File: src/rtl/tm_pkg.sv
// tm_pkg -- shared types and helpers for the programmable Turing-machine engine.
//
// Contents:
//   status_t  : stop reason reported while done=1 (HALT, EDGE, LIMIT, ABORT)
//   fsm_t     : engine sequencing states (IDLE, CLEAR, RUN, DONE)
//   DIR_L/R   : head-move direction encoding inside a rule word
//   rule_t    : decoded rule with fixed-width fields wide enough for any
//               practical machine; the live widths are QW/SW of the instance
//   pack_rule / unpack_rule : convert between rule_t and the packed
//               {halt, next[QW], dir, wsym[SW]} word used by the config port

package tm_pkg;

  typedef enum logic [1:0] {
    ST_HALT  = 2'd0,
    ST_EDGE  = 2'd1,
    ST_LIMIT = 2'd2,
    ST_ABORT = 2'd3
  } status_t;

  typedef enum logic [1:0] {
    IDLE  = 2'd0,
    CLEAR = 2'd1,
    RUN   = 2'd2,
    DONE  = 2'd3
  } fsm_t;

  localparam logic DIR_L = 1'b0;
  localparam logic DIR_R = 1'b1;

  // Field width of the decoded rule; instances use only the low QW/SW bits.
  localparam int FIELD_W = 8;

  typedef struct packed {
    logic               halt;
    logic [FIELD_W-1:0] next;
    logic               dir;
    logic [FIELD_W-1:0] wsym;
  } rule_t;

  // Packed layout, LSB first: wsym[SW], dir, next[QW], halt.
  function automatic logic [31:0] pack_rule(input rule_t r, input int qw, input int sw);
    logic [31:0] q_mask;
    logic [31:0] s_mask;
    q_mask = (32'd1 << qw) - 32'd1;
    s_mask = (32'd1 << sw) - 32'd1;
    return (32'(r.wsym) & s_mask)
         | (32'(r.dir) << sw)
         | ((32'(r.next) & q_mask) << (sw + 1))
         | (32'(r.halt) << (qw + sw + 1));
  endfunction

  function automatic rule_t unpack_rule(input logic [31:0] raw, input int qw, input int sw);
    rule_t r;
    logic [31:0] q_mask;
    logic [31:0] s_mask;
    q_mask = (32'd1 << qw) - 32'd1;
    s_mask = (32'd1 << sw) - 32'd1;
    r.wsym = FIELD_W'(raw & s_mask);
    r.dir  = |((raw >> sw) & 32'd1);
    r.next = FIELD_W'((raw >> (sw + 1)) & q_mask);
    r.halt = |((raw >> (qw + sw + 1)) & 32'd1);
    return r;
  endfunction

endpackage

File: src/rtl/tm_tape_ram.sv
// tm_tape_ram -- tape storage for tm_engine.
//
// Distributed-RAM style memory: combinational read, write on the rising
// clock edge. Contents are deliberately not reset; the engine clears the
// tape itself before every run.
//
// Ports:
//   clk    in  write clock
//   we     in  write enable
//   waddr  in  write address
//   wdata  in  write symbol
//   raddr  in  read address (head position)
//   rdata  out symbol at raddr, same cycle

module tm_tape_ram
  import tm_pkg::*;
#(
  parameter int ADDR_W = 8,
  parameter int DATA_W = 3
) (
  input  logic              clk,
  input  logic              we,
  input  logic [ADDR_W-1:0] waddr,
  input  logic [DATA_W-1:0] wdata,
  input  logic [ADDR_W-1:0] raddr,
  output logic [DATA_W-1:0] rdata
);

  logic [DATA_W-1:0] mem [2**ADDR_W];

  always_ff @(posedge clk) begin
    if (we) begin
      mem[waddr] <= wdata;
    end
  end

  assign rdata = mem[raddr];

endmodule

File: src/rtl/tm_engine.sv
// tm_engine -- programmable Turing-machine engine.
//
// The rule table is written at runtime through the cfg port, so any
// (NSTATES, NSYMS) machine can run without resynthesis. A run clears the
// whole tape (one cell per cycle), then executes one transition per cycle
// until the machine halts, walks off the tape, reaches max_steps, or is
// aborted. steps and sigma (non-zero cell count) are live outputs.
//
// Ports:
//   clk        in  clock
//   rst_n      in  asynchronous active-low reset
//   cfg_we     in  rule write strobe, ignored while busy
//   cfg_addr   in  rule index = state*NSYMS + sym
//   cfg_data   in  rule word {halt, next[QW], dir(1=R), wsym[SW]}
//   max_steps  in  step limit, 0 = unlimited; captured when a run starts
//   start      in  start pulse, ignored while busy
//   abort      in  abort pulse, effective in CLEAR and RUN only
//   busy       out high in CLEAR and RUN
//   done       out high in DONE
//   status     out stop reason (0=HALT 1=EDGE 2=LIMIT 3=ABORT), valid with done
//   steps      out transitions executed (saturating)
//   sigma      out number of non-zero tape cells
//   pos        out head position
//   state      out current machine state

module tm_engine
  import tm_pkg::*;
#(
  parameter int NSTATES   = 2,
  parameter int NSYMS     = 5,
  parameter int TAPE_BITS = 8,
  parameter int CNT_W     = 64
) (
  input  logic                                             clk,
  input  logic                                             rst_n,
  input  logic                                             cfg_we,
  input  logic [$clog2(NSTATES*NSYMS)-1:0]                 cfg_addr,
  input  logic [$clog2(NSTATES)+$clog2(NSYMS)+1:0]         cfg_data,
  input  logic [CNT_W-1:0]                                 max_steps,
  input  logic                                             start,
  input  logic                                             abort,
  output logic                                             busy,
  output logic                                             done,
  output logic [1:0]                                       status,
  output logic [CNT_W-1:0]                                 steps,
  output logic [TAPE_BITS:0]                               sigma,
  output logic [TAPE_BITS-1:0]                             pos,
  output logic [$clog2(NSTATES)-1:0]                       state
);

  localparam int QW     = $clog2(NSTATES);
  localparam int SW     = $clog2(NSYMS);
  localparam int RW     = 1 + QW + 1 + SW;
  localparam int AW     = $clog2(NSTATES * NSYMS);
  localparam int NRULES = NSTATES * NSYMS;
  localparam int DEPTH  = 2 ** TAPE_BITS;

  localparam logic [TAPE_BITS-1:0] POS_MID    = TAPE_BITS'(DEPTH / 2);
  localparam logic [TAPE_BITS-1:0] POS_MAX    = {TAPE_BITS{1'b1}};
  localparam logic [CNT_W-1:0]     CNT_MAX    = {CNT_W{1'b1}};
  localparam logic [TAPE_BITS:0]   SIGMA_MAX  = (TAPE_BITS + 1)'(DEPTH);
  localparam logic [SW:0]          NSYMS_W    = (SW + 1)'(NSYMS);
  localparam logic [QW:0]          NSTATES_W  = (QW + 1)'(NSTATES);
  localparam logic [AW:0]          NRULES_W   = (AW + 1)'(NRULES);

  fsm_t                 fsm_q,    fsm_d;
  status_t              status_q, status_d;
  logic [TAPE_BITS-1:0] clr_q,    clr_d;
  logic [TAPE_BITS-1:0] pos_q,    pos_d;
  logic [QW-1:0]        state_q,  state_d;
  logic [CNT_W-1:0]     steps_q,  steps_d;
  logic [CNT_W-1:0]     limit_q,  limit_d;
  logic [TAPE_BITS:0]   sigma_q,  sigma_d;

  logic                 tape_we;
  logic [TAPE_BITS-1:0] tape_waddr;
  logic [SW-1:0]        tape_wdata;
  logic [SW-1:0]        tape_rdata;

  logic [RW-1:0]        rule_tbl [NRULES];
  logic [AW-1:0]        rule_idx;
  logic [RW-1:0]        rule_raw;
  rule_t                rule_f;
  logic [SW-1:0]        wsym;
  logic [QW-1:0]        next_state;
  logic                 corrupt;
  logic                 move_edge;
  logic [CNT_W-1:0]     steps_inc;
  logic                 limit_hit;

  assign busy = (fsm_q == CLEAR) || (fsm_q == RUN);

  // Rule writes are dropped during a run so a running machine never sees a
  // half-updated program; out-of-range indices are ignored as well.
  always_ff @(posedge clk) begin
    if (cfg_we && !busy && ({1'b0, cfg_addr} < NRULES_W)) begin
      rule_tbl[cfg_addr] <= cfg_data;
    end
  end

  tm_tape_ram #(
    .ADDR_W (TAPE_BITS),
    .DATA_W (SW)
  ) u_tape (
    .clk   (clk),
    .we    (tape_we),
    .waddr (tape_waddr),
    .wdata (tape_wdata),
    .raddr (pos_q),
    .rdata (tape_rdata)
  );

  // A symbol outside the alphabet (or a state outside the machine, possible
  // when a rule names one) has no rule entry, so the run stops there.
  assign corrupt    = ({1'b0, tape_rdata} >= NSYMS_W) || ({1'b0, state_q} >= NSTATES_W);
  assign rule_idx   = AW'(32'(state_q) * 32'(NSYMS) + 32'(tape_rdata));
  assign rule_raw   = rule_tbl[rule_idx];
  assign rule_f     = unpack_rule(32'(rule_raw), QW, SW);
  assign wsym       = SW'(rule_f.wsym);
  assign next_state = QW'(rule_f.next);

  assign move_edge  = (rule_f.dir == DIR_R) ? (pos_q == POS_MAX) : (pos_q == '0);
  assign steps_inc  = (steps_q == CNT_MAX) ? steps_q : steps_q + 1'b1;
  assign limit_hit  = (limit_q != '0) && (steps_inc == limit_q);

  // Next-state and tape-port logic. Stop priority inside RUN is
  // abort > corrupt > halt > edge > limit; a halting or edge step still
  // writes its symbol and counts, but leaves pos and state alone.
  always_comb begin
    fsm_d      = fsm_q;
    status_d   = status_q;
    clr_d      = clr_q;
    pos_d      = pos_q;
    state_d    = state_q;
    steps_d    = steps_q;
    limit_d    = limit_q;
    sigma_d    = sigma_q;
    tape_we    = 1'b0;
    tape_waddr = pos_q;
    tape_wdata = wsym;

    case (fsm_q)
      IDLE, DONE: begin
        if (start) begin
          fsm_d   = CLEAR;
          clr_d   = '0;
          limit_d = max_steps;
          steps_d = '0;
          sigma_d = '0;
          state_d = '0;
        end
      end

      CLEAR: begin
        if (abort) begin
          fsm_d    = DONE;
          status_d = ST_ABORT;
        end else begin
          tape_we    = 1'b1;
          tape_waddr = clr_q;
          tape_wdata = '0;
          clr_d      = clr_q + 1'b1;
          if (clr_q == POS_MAX) begin
            fsm_d   = RUN;
            pos_d   = POS_MID;
            state_d = '0;
          end
        end
      end

      RUN: begin
        if (abort) begin
          fsm_d    = DONE;
          status_d = ST_ABORT;
        end else if (corrupt) begin
          fsm_d    = DONE;
          status_d = ST_EDGE;
        end else begin
          tape_we = 1'b1;
          steps_d = steps_inc;
          if ((tape_rdata == '0) && (wsym != '0) && (sigma_q != SIGMA_MAX)) begin
            sigma_d = sigma_q + 1'b1;
          end else if ((tape_rdata != '0) && (wsym == '0) && (sigma_q != '0)) begin
            sigma_d = sigma_q - 1'b1;
          end
          if (rule_f.halt) begin
            fsm_d    = DONE;
            status_d = ST_HALT;
          end else if (move_edge) begin
            fsm_d    = DONE;
            status_d = ST_EDGE;
          end else begin
            pos_d   = (rule_f.dir == DIR_R) ? pos_q + 1'b1 : pos_q - 1'b1;
            state_d = next_state;
            if (limit_hit) begin
              fsm_d    = DONE;
              status_d = ST_LIMIT;
            end
          end
        end
      end

      default: begin
        fsm_d = IDLE;
      end
    endcase
  end

  always_ff @(posedge clk or negedge rst_n) begin
    if (!rst_n) begin
      fsm_q    <= IDLE;
      status_q <= ST_HALT;
      clr_q    <= '0;
      pos_q    <= POS_MID;
      state_q  <= '0;
      steps_q  <= '0;
      limit_q  <= '0;
      sigma_q  <= '0;
    end else begin
      fsm_q    <= fsm_d;
      status_q <= status_d;
      clr_q    <= clr_d;
      pos_q    <= pos_d;
      state_q  <= state_d;
      steps_q  <= steps_d;
      limit_q  <= limit_d;
      sigma_q  <= sigma_d;
    end
  end

  assign done   = (fsm_q == DONE);
  assign status = status_q;
  assign steps  = steps_q;
  assign sigma  = sigma_q;
  assign pos    = pos_q;
  assign state  = state_q;

endmodule

File: config.mk
export PLATFORM = sky130hd
export DESIGN_NAME = tm_engine
export DESIGN_NICKNAME = d
export VERILOG_FILES = /design/src/rtl/tm_pkg.sv /design/src/rtl/tm_tape_ram.sv /design/src/rtl/tm_engine.sv
export SDC_FILE = /design/constraint.sdc
export NUM_CORES = 1
export LEC_CHECK = 0
export ABC_AREA = 1
export BUFFER_PORTS_ARGS = -buffer_cell sky130_fd_sc_hd__buf_2
export CAP_MARGIN = 20
export CELL_PAD_IN_SITES_DETAIL_PLACEMENT = 0
export CELL_PAD_IN_SITES_GLOBAL_PLACEMENT = 1
export CORE_ASPECT_RATIO = 1.1
export CORE_MARGIN = 2
export CORE_UTILIZATION = 53
export CTS_CLUSTER_DIAMETER = 200
export DETAILED_ROUTE_END_ITERATION = 12
export PLACE_DENSITY = 0.9
export SLEW_MARGIN = 20
export SYNTH_ARGS = -nofsm -noshare
export SYNTH_HDL_FRONTEND = slang
export SYNTH_SLANG_ARGS = --single-unit
File: constraint.sdc
create_clock -name clk -period 26.3 [get_ports clk]
set_input_delay 2.63 -clock clk [delete_from_list [all_inputs] [get_ports clk]]
set_output_delay 2.63 -clock clk [all_outputs]
set_load 0.005 [all_outputs]
# After elaboration in Yosys (flattened, before gate mapping)
# Memories as Yosys holds them, arrays and structs flattened.
# Index checks and enable logic that the tools add are counted.
# word_totals
reg_bits	158
latchBits	0
ram_bits	828
romBits	0
in_bits	79
output_inout_bits	86
word_cells	127
n_memories	2
# op_classes
add_sub_neg	7
multipliers	1
div_mod_pow	0
order_cmp	2
eq_ne	19
n_shift	0
muxes	59
bitwise	0
n_reduce_logical	29
# mem_list
name	words	word_bits	read_ports	rd_ports_with_merged_regs	write_ports	line	text
u_tape.mem	256	3	1	0	1	tm_tape_ram.sv:29	logic [DATA_W-1:0] mem [2**ADDR_W];
rule_tbl	10	6	1	0	1	tm_engine.sv:80	logic [RW-1:0] rule_tbl [NRULES];
# ops
op	count
two-way mux 64 bit	4
case mux 64 bit (2 select lines)	1
two-way mux 8 bit	11
adder 64 x 1 -> 64 bit (second input constant)	1
== test 64 bit	1
== test 64 bit (second input constant)	1
nonzero test 64 bit	1
two-way mux 9 bit	5
case mux 8 bit (2 select lines)	2
two-way mux 2 bit	14
case mux 9 bit (2 select lines)	1
adder 8 x 1 -> 8 bit (second input constant)	2
== test 8 bit (second input constant)	2
two-way mux 1 bit	15
!= test 2 bit (second input constant)	7
AND reduction 7 bit	2
adder 9 x 1 -> 9 bit (second input constant)	1
!= test 9 bit (second input constant)	1
AND reduction 3 bit	3
nonzero test 9 bit	1
subtractor 9 x 1 -> 9 bit (second input constant)	1
logical NOT 8 bit	1
subtractor 8 x 1 -> 8 bit (second input constant)	1
logical AND 1 bit	7
other kinds (25)	31

# Longest topological paths before layout
# Gate-level depths: netlist of run 1.
# An unclocked memory read counts as a cell.
# logic_depth
ltp_word	11
depth_mapped	42
depth_no_buf	40

# By module
# A second synthesis of run 1 with hierarchy kept.
# hier_totals
cells_unflattened	4762
hier_area_um2	45847.7
# by_module_without_submodules
mod	n_inst	cells_each	area_per_inst_um2	seq_area_each_um2
tm_tape_ram	1	2884	32396.1	23062.1
tm_engine	1	1878	13451.7	5756.8

# Least setup slack after synthesis of run 1
# Ideal clock, no wire load.
# synth_timing
path_type	register to register
from	reg pos_q[1] (netlist: pos[1])
to	mem u_tape.mem[0][0], data pin
setup_time_ps	1388
arrival_time_ps	8874
required_time_ps	24912
path_slack_ps	16038
path_stages_with_launch	23
n_path_buf	3
period_less_slack_ps	10262
path_cell_list	dfrtp_1 > inv_2 > buf_2 > buf_1 > o211ai_1 > nand2_1 > nand3_1 > nand3_1 > nand3_1 > nand3_1 > nand3_1 > nand2_1 > inv_1 > ha_1 > ha_1 > inv_1 > clkbuf_1 > o21ai_0 > o221ai_1 > o21ai_0 > nand3_1 > nand2_1 > nor2_1
# synth_between
elab_chain_cells	5
# synth_lines
item	line	text
start, declared	tm_engine.sv:69	logic [TAPE_BITS-1:0] pos_q, pos_d;
start signal, assigned	tm_engine.sv:223	pos_q <= pos_d;
memory read (256 x 3 bit) (*)	-	
adder 4 x 3 -> 4 bit (*)	tm_engine.sv:116	assign rule_idx = AW'(32'(state_q) * 32'(NSYMS) + 32'(tape_rdata));
memory read (10 x 6 bit) (*)	-	
two-way mux 3 bit	tm_engine.sv:155	if (abort) begin
two-way mux 3 bit (*)	tm_engine.sv:142	case (fsm_q)
named net tape_wdata[0]	tm_engine.sv:77	logic [SW-1:0] tape_wdata;
end, declared	tm_tape_ram.sv:29	
# Mark *: on every way through the listed nets, which the timed path passes. The rest lies on a longest branch.

# Final worst setup path of run 1
# layout_timing
from	reg pos_q[0] (netlist: pos[0])
to	reg sigma_q[8] (netlist: sigma[8])
# layout_between
elab_chain_cells	10
elab_cells_between_ends	19
cone_classes	1 x add/sub; 1 x order compare; 2 x eq/ne; 4 x mux; 9 x reduce/logical; 2 x memory
# layout_lines
item	line	text
memory read (256 x 3 bit) (*)	-	
adder 4 x 3 -> 4 bit	tm_engine.sv:116	
memory read (10 x 6 bit)	-	
nonzero test 3 bit	tm_engine.sv:181	if ((tape_rdata == '0) && (wsym != '0) && (sigma_q != SIGMA_MAX)) begin
logical AND 1 bit (2 in a row)	tm_engine.sv:181	
two-way mux 9 bit	tm_engine.sv:181	
two-way mux 9 bit	tm_engine.sv:175	end else if (corrupt) begin
two-way mux 9 bit	tm_engine.sv:172	if (abort) begin
case mux 9 bit (2 select lines)	tm_engine.sv:142	
end signal, assigned	tm_engine.sv:227	sigma_q <= sigma_d;
end, declared	tm_engine.sv:73	logic [TAPE_BITS:0] sigma_q, sigma_d;
# Mark *: on every way between the ends. The rest lies on a longest branch, timed or not. The select of a mux whose other input is x is not followed.
# A chain may end at the register's enable or synchronous reset.

==> results of run 1 <==
[layer usage]
layer	vias to the layer above	global-route usage	routed length, µm
li1	15900	-	-
met1	16500	0.390	50400
met2	1695	0.481	61600
met3	319	0.0486	11200
met4	0	0.132	5850
met5	-	0	0
[cell usage after synthesis, types with 2 or more instances]
cell type | instances | area share
ha_1 | 22 | 0.0061
mux2i_1 | 3 | 0.00066
xor2_1 | 61 | 0.012
dfrtp_1 | 157 | 0.087
nand2_2 | 5 | 0.00069
buf_1 | 25 | 0.0021
o211ai_1 | 17 | 0.0028
nor3_1 | 84 | 0.0093
buf_6 | 2 | 0.00050
o21ai_1 | 39 | 0.0043
edfxtp_1 | 828 | 0.55
a32o_1 | 2 | 0.00044
and3_1 | 2 | 0.00028
nor2_1 | 862 | 0.072
and2_1 | 2 | 0.00028
nand2_1 | 921 | 0.076
a31oi_1 | 2 | 0.00028
buf_4 | 5 | 0.00083
nand3b_1 | 11 | 0.0018
inv_1 | 352 | 0.029
clkbuf_1 | 134 | 0.011
nand3_1 | 313 | 0.035
nand2_4 | 9 | 0.0022
or2_2 | 15 | 0.0021
fa_1 | 2 | 0.00089
nor4_1 | 19 | 0.0026
o21ai_0 | 358 | 0.040
nand4_1 | 50 | 0.0069
buf_2 | 77 | 0.0085
o221ai_1 | 5 | 0.00097
nor2_2 | 2 | 0.00028
mux2_2 | 3 | 0.00075
o2111ai_1 | 5 | 0.00097
inv_2 | 6 | 0.00050
clkinv_1 | 3 | 0.00025
a21oi_1 | 111 | 0.012
xnor2_1 | 6 | 0.0012
o22ai_1 | 112 | 0.015
[final timing paths]
check	end	slack [ps]	cells after the start
worst max-delay path	sigma[8]	18180	35
min in group asynchronous	limit_q[53]	2060	1
max in group asynchronous	pos[2]	22650	2
worst max register to register	sigma[8]	18180	35
worst min register to register	clr_q[2]	490	1
worst min-delay path	clr_q[2]	490	1
[worst max-delay path, delay by kind of cell (launching register included)]
family,cells,cell delay [ps]
simple gates,17,2210
buf+inv,6,1950
xor+xnor,1,170
fa+ha+maj,2,1150
flops,1,700
compound gates,9,1590
[where the power goes]
part	internal, mW	switching, mW	total (mW)
logic	0.457	1.65	2.10
clock network	0.818	0.615	1.43
registers	2.57	0.0664	2.63
total	3.84	2.33	6.17
[flip-flops by register name (all words and copies together), names as in the netlist]
signal	flops
limit_q	64
sigma	9
state	1
steps	64
u_tape.mem	768
rule_tbl	60
status	2
fsm_q	2
clr_q	8
pos	8
[cell families after synthesis]
logic type	synth area share
xor gates and xnor gates	0.0130
adders and majority gates	0.00697
and+or+nand+nor	0.210
buffers and inverters	0.0533
muxes	0.00141
AOI/OAI and AO/OA	0.0782
DFF	0.637
[cells in the final DEF, fill, tap and decap left out, types with 61 or more instances in the layout]
cell type / instances
inv_1: 352
nor2_1: 858
buf_2: 163
clkbuf_16: 100
edfxtp_1: 828
nand2_1: 915
nor3_1: 84
o21ai_0: 358
nand3_1: 311
a21oi_1: 111
xor2_1: 61
o22ai_1: 112
dfrtp_1: 153
[cell type report]
class                      count  area (µm²)
fill                        7186       34400
sequential                   986       28800
multi-input combinational   3053       14100
clock buffer                 115        2590
tap                         1140        1430
inverter                     361        1370
timing repair buffer         201        1210
clock inverter                65         706
[through the flow]
stage	utilization	hold slack [ps]	instance area [µm²]	setup slack (ps)
CTS	0.593	493	50200	18320
global route	0.593	504	50200	17360
detailed placement	0.554	485	46900	18300
finish	0.593	488	50200	18180
floorplan	-	442	45200	16040
global placement	0.553	476	46800	18330
==> key figures, run 1 <==
Power
  • Pwr dens: 123 nW/µm²
  • Leak pwr: 19.4 nW
  • Power consumption: 6.17 mW
  • VDD IR-drop max: 0.324 mV

Run
  • Max-cap violations: 0

Synth
  • Cells after Synth: 4,644
  • EDFF count, synth: 828
  • Post-synth top flop: edfxtp_1
  • Seq/Total Area, Yosys: 0.637
  • Yosys warns: 0
  • FFs w/ async S/R, synth: 0.160
  • Mapped Area: 45,200 µm²
  • Yosys reg bits: 986
  • Syn_area_per_cell: 9.74 µm²
  • Syn nets: 4,747
  • Synth unique cells: 50

GRT
  • First-pass GRT wire length: 195,000 µm
  • Congestion Overflow GR: 0
  • Vias in the first global route: 33,000
  • GRT Total Usage: 0.294
  • Largest net degree at the start of global routing: 257
  • Antenna violations before repair: 0

STA
  • Max-slew violations: 0
  • Worst clock skew: 46.3 ps
  • Final TNS setup: 0 ps
  • Worst slew pin tran: 1110 ps
  • Max Fclk: 123 MHz
  • Final Cycle Share: 0.309
  • Slew HR: 0.257
  • Final Setup Violations: 0
  • Final hold viol count: 0
  • Min Tclk post-route: 8120 ps
  • RSZ-0062 raised after global routing: no

Clocking
  • # Post-CTS Setup Buffers: 0
  • CTS root buffer: clkbuf_16
  • Clock Tree Buf Depth: 3
  • CTS buffer count: 99
  • Clock slew at reported path FFs: 60 ps
  • Worst-Skew Late Latency: 690 ps
  • Htree depth: 3
  • Clock Sink Count: 986
  • CTS resizes: 0
  • Hold Buf Count CTS: 0
  • TritonCTS clock tree: built

Hold path
  • Worst min path class: flop to flop
  • Hold Path Origin: clr_q[2]

Layout
  • Layout Nets: 4,805
  • Final instance count without filler cells: 5,921
  • Area growth from synthesis to layout: 11.0%
  • # diodes: 0
  • Share of cells above drive strength 1: 0.0868

Floorplanning
  • Top Ports: 165
  • Row count: 112
  • Die H: 310 µm
  • Starting Density: 0.535
  • Die width: 283 µm
  • Core area: 84,600 µm²
  • Die area: 87,700 µm²

Worst setup path
  • Critical-path maximum fanout: 136
  • Req. time, crit path: 26,870 ps
  • Largest stage delay on the critical path: 740 ps
  • Critical Path End Type: flop
  • Arrival time at the worst endpoint: 8700 ps
  • Critical path class: flop to flop
  • Crit-path most repeated cell: nand3_1
  • Startpoint Class: flop
  • Worst setup path startpoint: pos[0]
  • Reg2Reg Launch Point: pos[0]
  • Critical path's slowest cell: buf_4

Place
  • Port bufs: 164
  • Placed insts: 5,739
  • GP Congestion: 0.978
  • Dpl hpwl: 78,800 µm

Drt
  • Detailed Routing Iterations Pass 1: 6
  • DR vias: 34,400
  • Antenna Nets Post-Route: 0
  • Drt wl/cell: 21.8 µm
  • Via density: 5.81
  • Number of remaining DRC errors: 0
  • Final WL: 129,000 µm
  • Initial drt markers: 3,940

Status
  • Status: completed
Power figures use the tool's default switching activity.
==> run 2: changes to the inputs <==
--- a/config.mk
+++ b/config.mk
@@ -12,10 +12,10 @@
 export CELL_PAD_IN_SITES_GLOBAL_PLACEMENT = 1
 export CORE_ASPECT_RATIO = 1.1
 export CORE_MARGIN = 2
-export CORE_UTILIZATION = 53
+export CORE_UTILIZATION = 44
 export CTS_CLUSTER_DIAMETER = 200
 export DETAILED_ROUTE_END_ITERATION = 12
-export PLACE_DENSITY = 0.9
+export PLACE_DENSITY = 0.81
 export SLEW_MARGIN = 20
 export SYNTH_ARGS = -nofsm -noshare
 export SYNTH_HDL_FRONTEND = slang
==> constraint.sdc (replaced) <==
create_clock -name clk -period 6.8 [get_ports clk]
set_input_delay 0.68 -clock clk [delete_from_list [all_inputs] [get_ports clk]]
set_output_delay 0.68 -clock clk [all_outputs]
set_load 0.005 [all_outputs]
==> run 2 against run 1 <==
Combinational power grew to 4.3 times the previous value. Routed wire length is 4.0% higher. First-iteration DRC count is 12% lower. Clock skew is 23 ps higher. Non-clock buffer count is 55 higher. Register-to-register slack worse by 18000 ps. Die area is 20% higher. Hold slack worse by 250 ps. Core utilization is 9.2 points lower. Worst setup slack worse by 18000 ps. Critical path type unchanged. Largest power group unchanged.
==> key figures, run 2 (synthesized netlist as in run 1, its figures left out) <==
Floorplanning
  • Row count: 123 (+9.8%)
  • Die H: 340 µm (+9.6%)
  • Top Ports: 165 (unchanged)
  • Starting Density: 0.443 (-0.0911)
  • Die width: 310 µm (+9.6%)
  • Core area: 102,000 µm² (+21%)
  • Die area: 105,000 µm² (+20%)

Worst setup path
  • Critical Path End Type: flop
  • Startpoint Class: flop
  • Reg2Reg Launch Point: pos[1]
  • R2r setup slk: 580 ps (-17,590 ps)
  • Worst setup path end: sigma[8]
  • Critical-path maximum fanout: 51 (-63%)
  • Critical path class: flop to flop
  • Largest stage delay on the critical path: 610 ps (-130 ps)
  • Critical path's slowest cell: dfrtp_4
  • Arrival time at the worst endpoint: 6810 ps (-1890 ps)
  • Worst Reg2Reg Path Length in Cells: 37 (+5.7%)
  • Req. time, crit path: 7390 ps (-19,480 ps)
  • Worst setup path startpoint: pos[1]
  • FF-to-FF End: sigma[8]

STA
  • Worst clock skew: 69.1 ps (+22.8 ps)
  • Max-slew violations: 0 (unchanged)
  • Min Tclk post-route: 6220 ps (-1910 ps)
  • Slew HR: 0.338 (+0.0807)
  • Worst slew pin tran: 991 ps (-123 ps)
  • Final Setup Violations: 0 (unchanged)
  • Setup WS post-layout: 583 ps (-17,590 ps)
  • Max Fclk: 161 MHz (+31%)
  • Final Cycle Share: 0.914 (+0.605)
  • Final TNS setup: 0 ps (unchanged)
  • RSZ-0062 raised after global routing: no
  • Final hold viol count: 0 (unchanged)

Drt
  • Initial drt markers: 3,476 (-12%)
  • Met3 WL: 10,700 µm (-4.3%)
  • Drt wl/cell: 21.6 µm (-0.93%)
  • Final WL: 134,000 µm (+4.0%)
  • DR vias: 34,200 (-0.57%)
  • Via density: 5.51 (-5.3%)
  • Detailed Routing Iterations Pass 1: 6 (unchanged)
  • DR WL met2: 64,400 µm (+4.5%)
  • Number of remaining DRC errors: 0 (unchanged)
  • Met1 WL: 55,200 µm (+9.5%)
  • Antenna Nets Post-Route: 0 (unchanged)
  • Max Used Layer: met5

Layout
  • FILL cells: 9,241 (+29%)
  • Final Instance Area: 51,100 µm² (+1.9%)
  • Share of cells above drive strength 1: 0.0953 (+0.00847)
  • Commonest non-fill, non-tap cell in the layout: nand2_1
  • # diodes: 0 (unchanged)
  • Most frequent cells in the layout: nand2_1, nor2_1, edfxtp_1, o21ai_0, inv_1
  • Max reg flops: 768 (unchanged)
  • Biggest register: u_tape.mem
  • Area growth from synthesis to layout: 13.1%
  • Layout Nets: 4,860 (+1.1%)

Hold path
  • Worst min path class: input port to flop

Power
  • VDD IR-drop max: 0.759 mV (+130%)
  • Pwr dens: 483 nW/µm² (+290%)
  • Power consumption: 24.7 mW (+300%)
  • Leak pwr: 19.7 nW (+1.7%)

Clocking
  • Htree depth: 3 (unchanged)
  • Clock Tree Buf Depth: 3 (unchanged)
  • CTS buffer count: 99 (unchanged)
  • TritonCTS clock tree: built
  • Clock Sink Count: 986 (unchanged)
  • Worst-Skew Late Latency: 700 ps (about the same)
  • CTS root buffer: clkbuf_16
  • Clock slew at reported path FFs: 70 ps (about the same)

GRT
  • First-pass GRT wire length: 203,000 µm (+3.6%)
  • Largest net degree at the start of global routing: 106 (-59%)
  • Vias in the first global route: 33,300 (+1.0%)
  • GRT Total Usage: 0.253 (-0.0417)
  • Congestion Overflow GR: 0 (unchanged)
  • Antenna violations before repair: 2 (+2)

Place
  • GP Congestion: 0.946 (-3.3%)
  • Dpl hpwl: 85,700 µm (+8.7%)
  • Pre-CTS setup slack: 552 ps (-17,750 ps)
  • Placement Cell Area: 47,800 µm² (+2.1%)
  • Port bufs: 164 (unchanged)

Run
  • Max-cap violations: 0 (unchanged)

Status
  • Status: completed
## run 2: cell type report
| cell class | instances | area [µm²] | area share |
|---|---|---|---|
| Tap cell | 1375 | 1720 | 0.0336 |
| Clock buffer | 122 | 2580 | 0.0505 |
| Clock inverter | 61 | 688 | 0.0135 |
| Inverter | 361 | 1380 | 0.0269 |
| Timing Repair Buffer | 256 | 1890 | 0.0370 |
| Multi-Input combinational cell | 3053 | 14100 | 0.275 |
| Sequential cell | 986 | 28800 | 0.564 |
## run 2: where the power goes
| part | total, mW | switching (mW) | internal, mW |
|---|---|---|---|
| clock network | 5.52 | 2.41 | 3.11 |
| registers | 10.1 | 0.243 | 9.82 |
| logic | 9.13 | 6.79 | 2.34 |
| total | 24.7 | 9.44 | 15.3 |
## run 2: worst min-delay path by stage
| stage | start | end | slack [ps] | depth (start not counted) |
|---|---|---|---|---|
| floorplan | rst_n | clr_q[0] | 380 | 0 |
| global placement | status[1] | status[1] | 460 | 2 |
| detailed placement | status[1] | status[1] | 460 | 2 |
| CTS | max_steps[63] | limit_q[63] | 210 | 2 |
| global route | max_steps[52] | limit_q[52] | 240 | 2 |
| finish | max_steps[63] | limit_q[63] | 240 | 2 |
## run 2: critical path: cells and delay by family, from the launching register on
family          cells  cell delay [ps]
xor+xnor            2              510
simple gates       19             2210
flops               1              610
fa+ha+maj           3              820
buf+inv             5              760
compound gates      8             1140
## run 2: routing by layer
metal | track usage | vias to the layer above
li1 | - | 16000
met3 | 0.0394 | 226
met1 | 0.344 | 16600
met5 | 0 | -
met4 | 0.0759 | 4
met2 | 0.418 | 1400
## run 2: per-stage QoR
| stage | std cells | hold WS (ps) | utilization |
|---|---|---|---|
| global route | 6214 | 237 | 0.501 |
| finish | 6214 | 240 | 0.501 |
| CTS | 6214 | 213 | 0.501 |
| global placement | 6030 | 460 | 0.469 |
| detailed placement | 6030 | 459 | 0.469 |
| floorplan | 4644 | 384 | - |
## run 2: what timing repair did
action / 4_1_cts / 5_1_grt
hold buffers: 1 / 0
buffers inserted: 0 / 0
setup endpoints to repair: 0 / 2
hold endpoints to repair: 27 / 0
resized for setup: 0 / 5
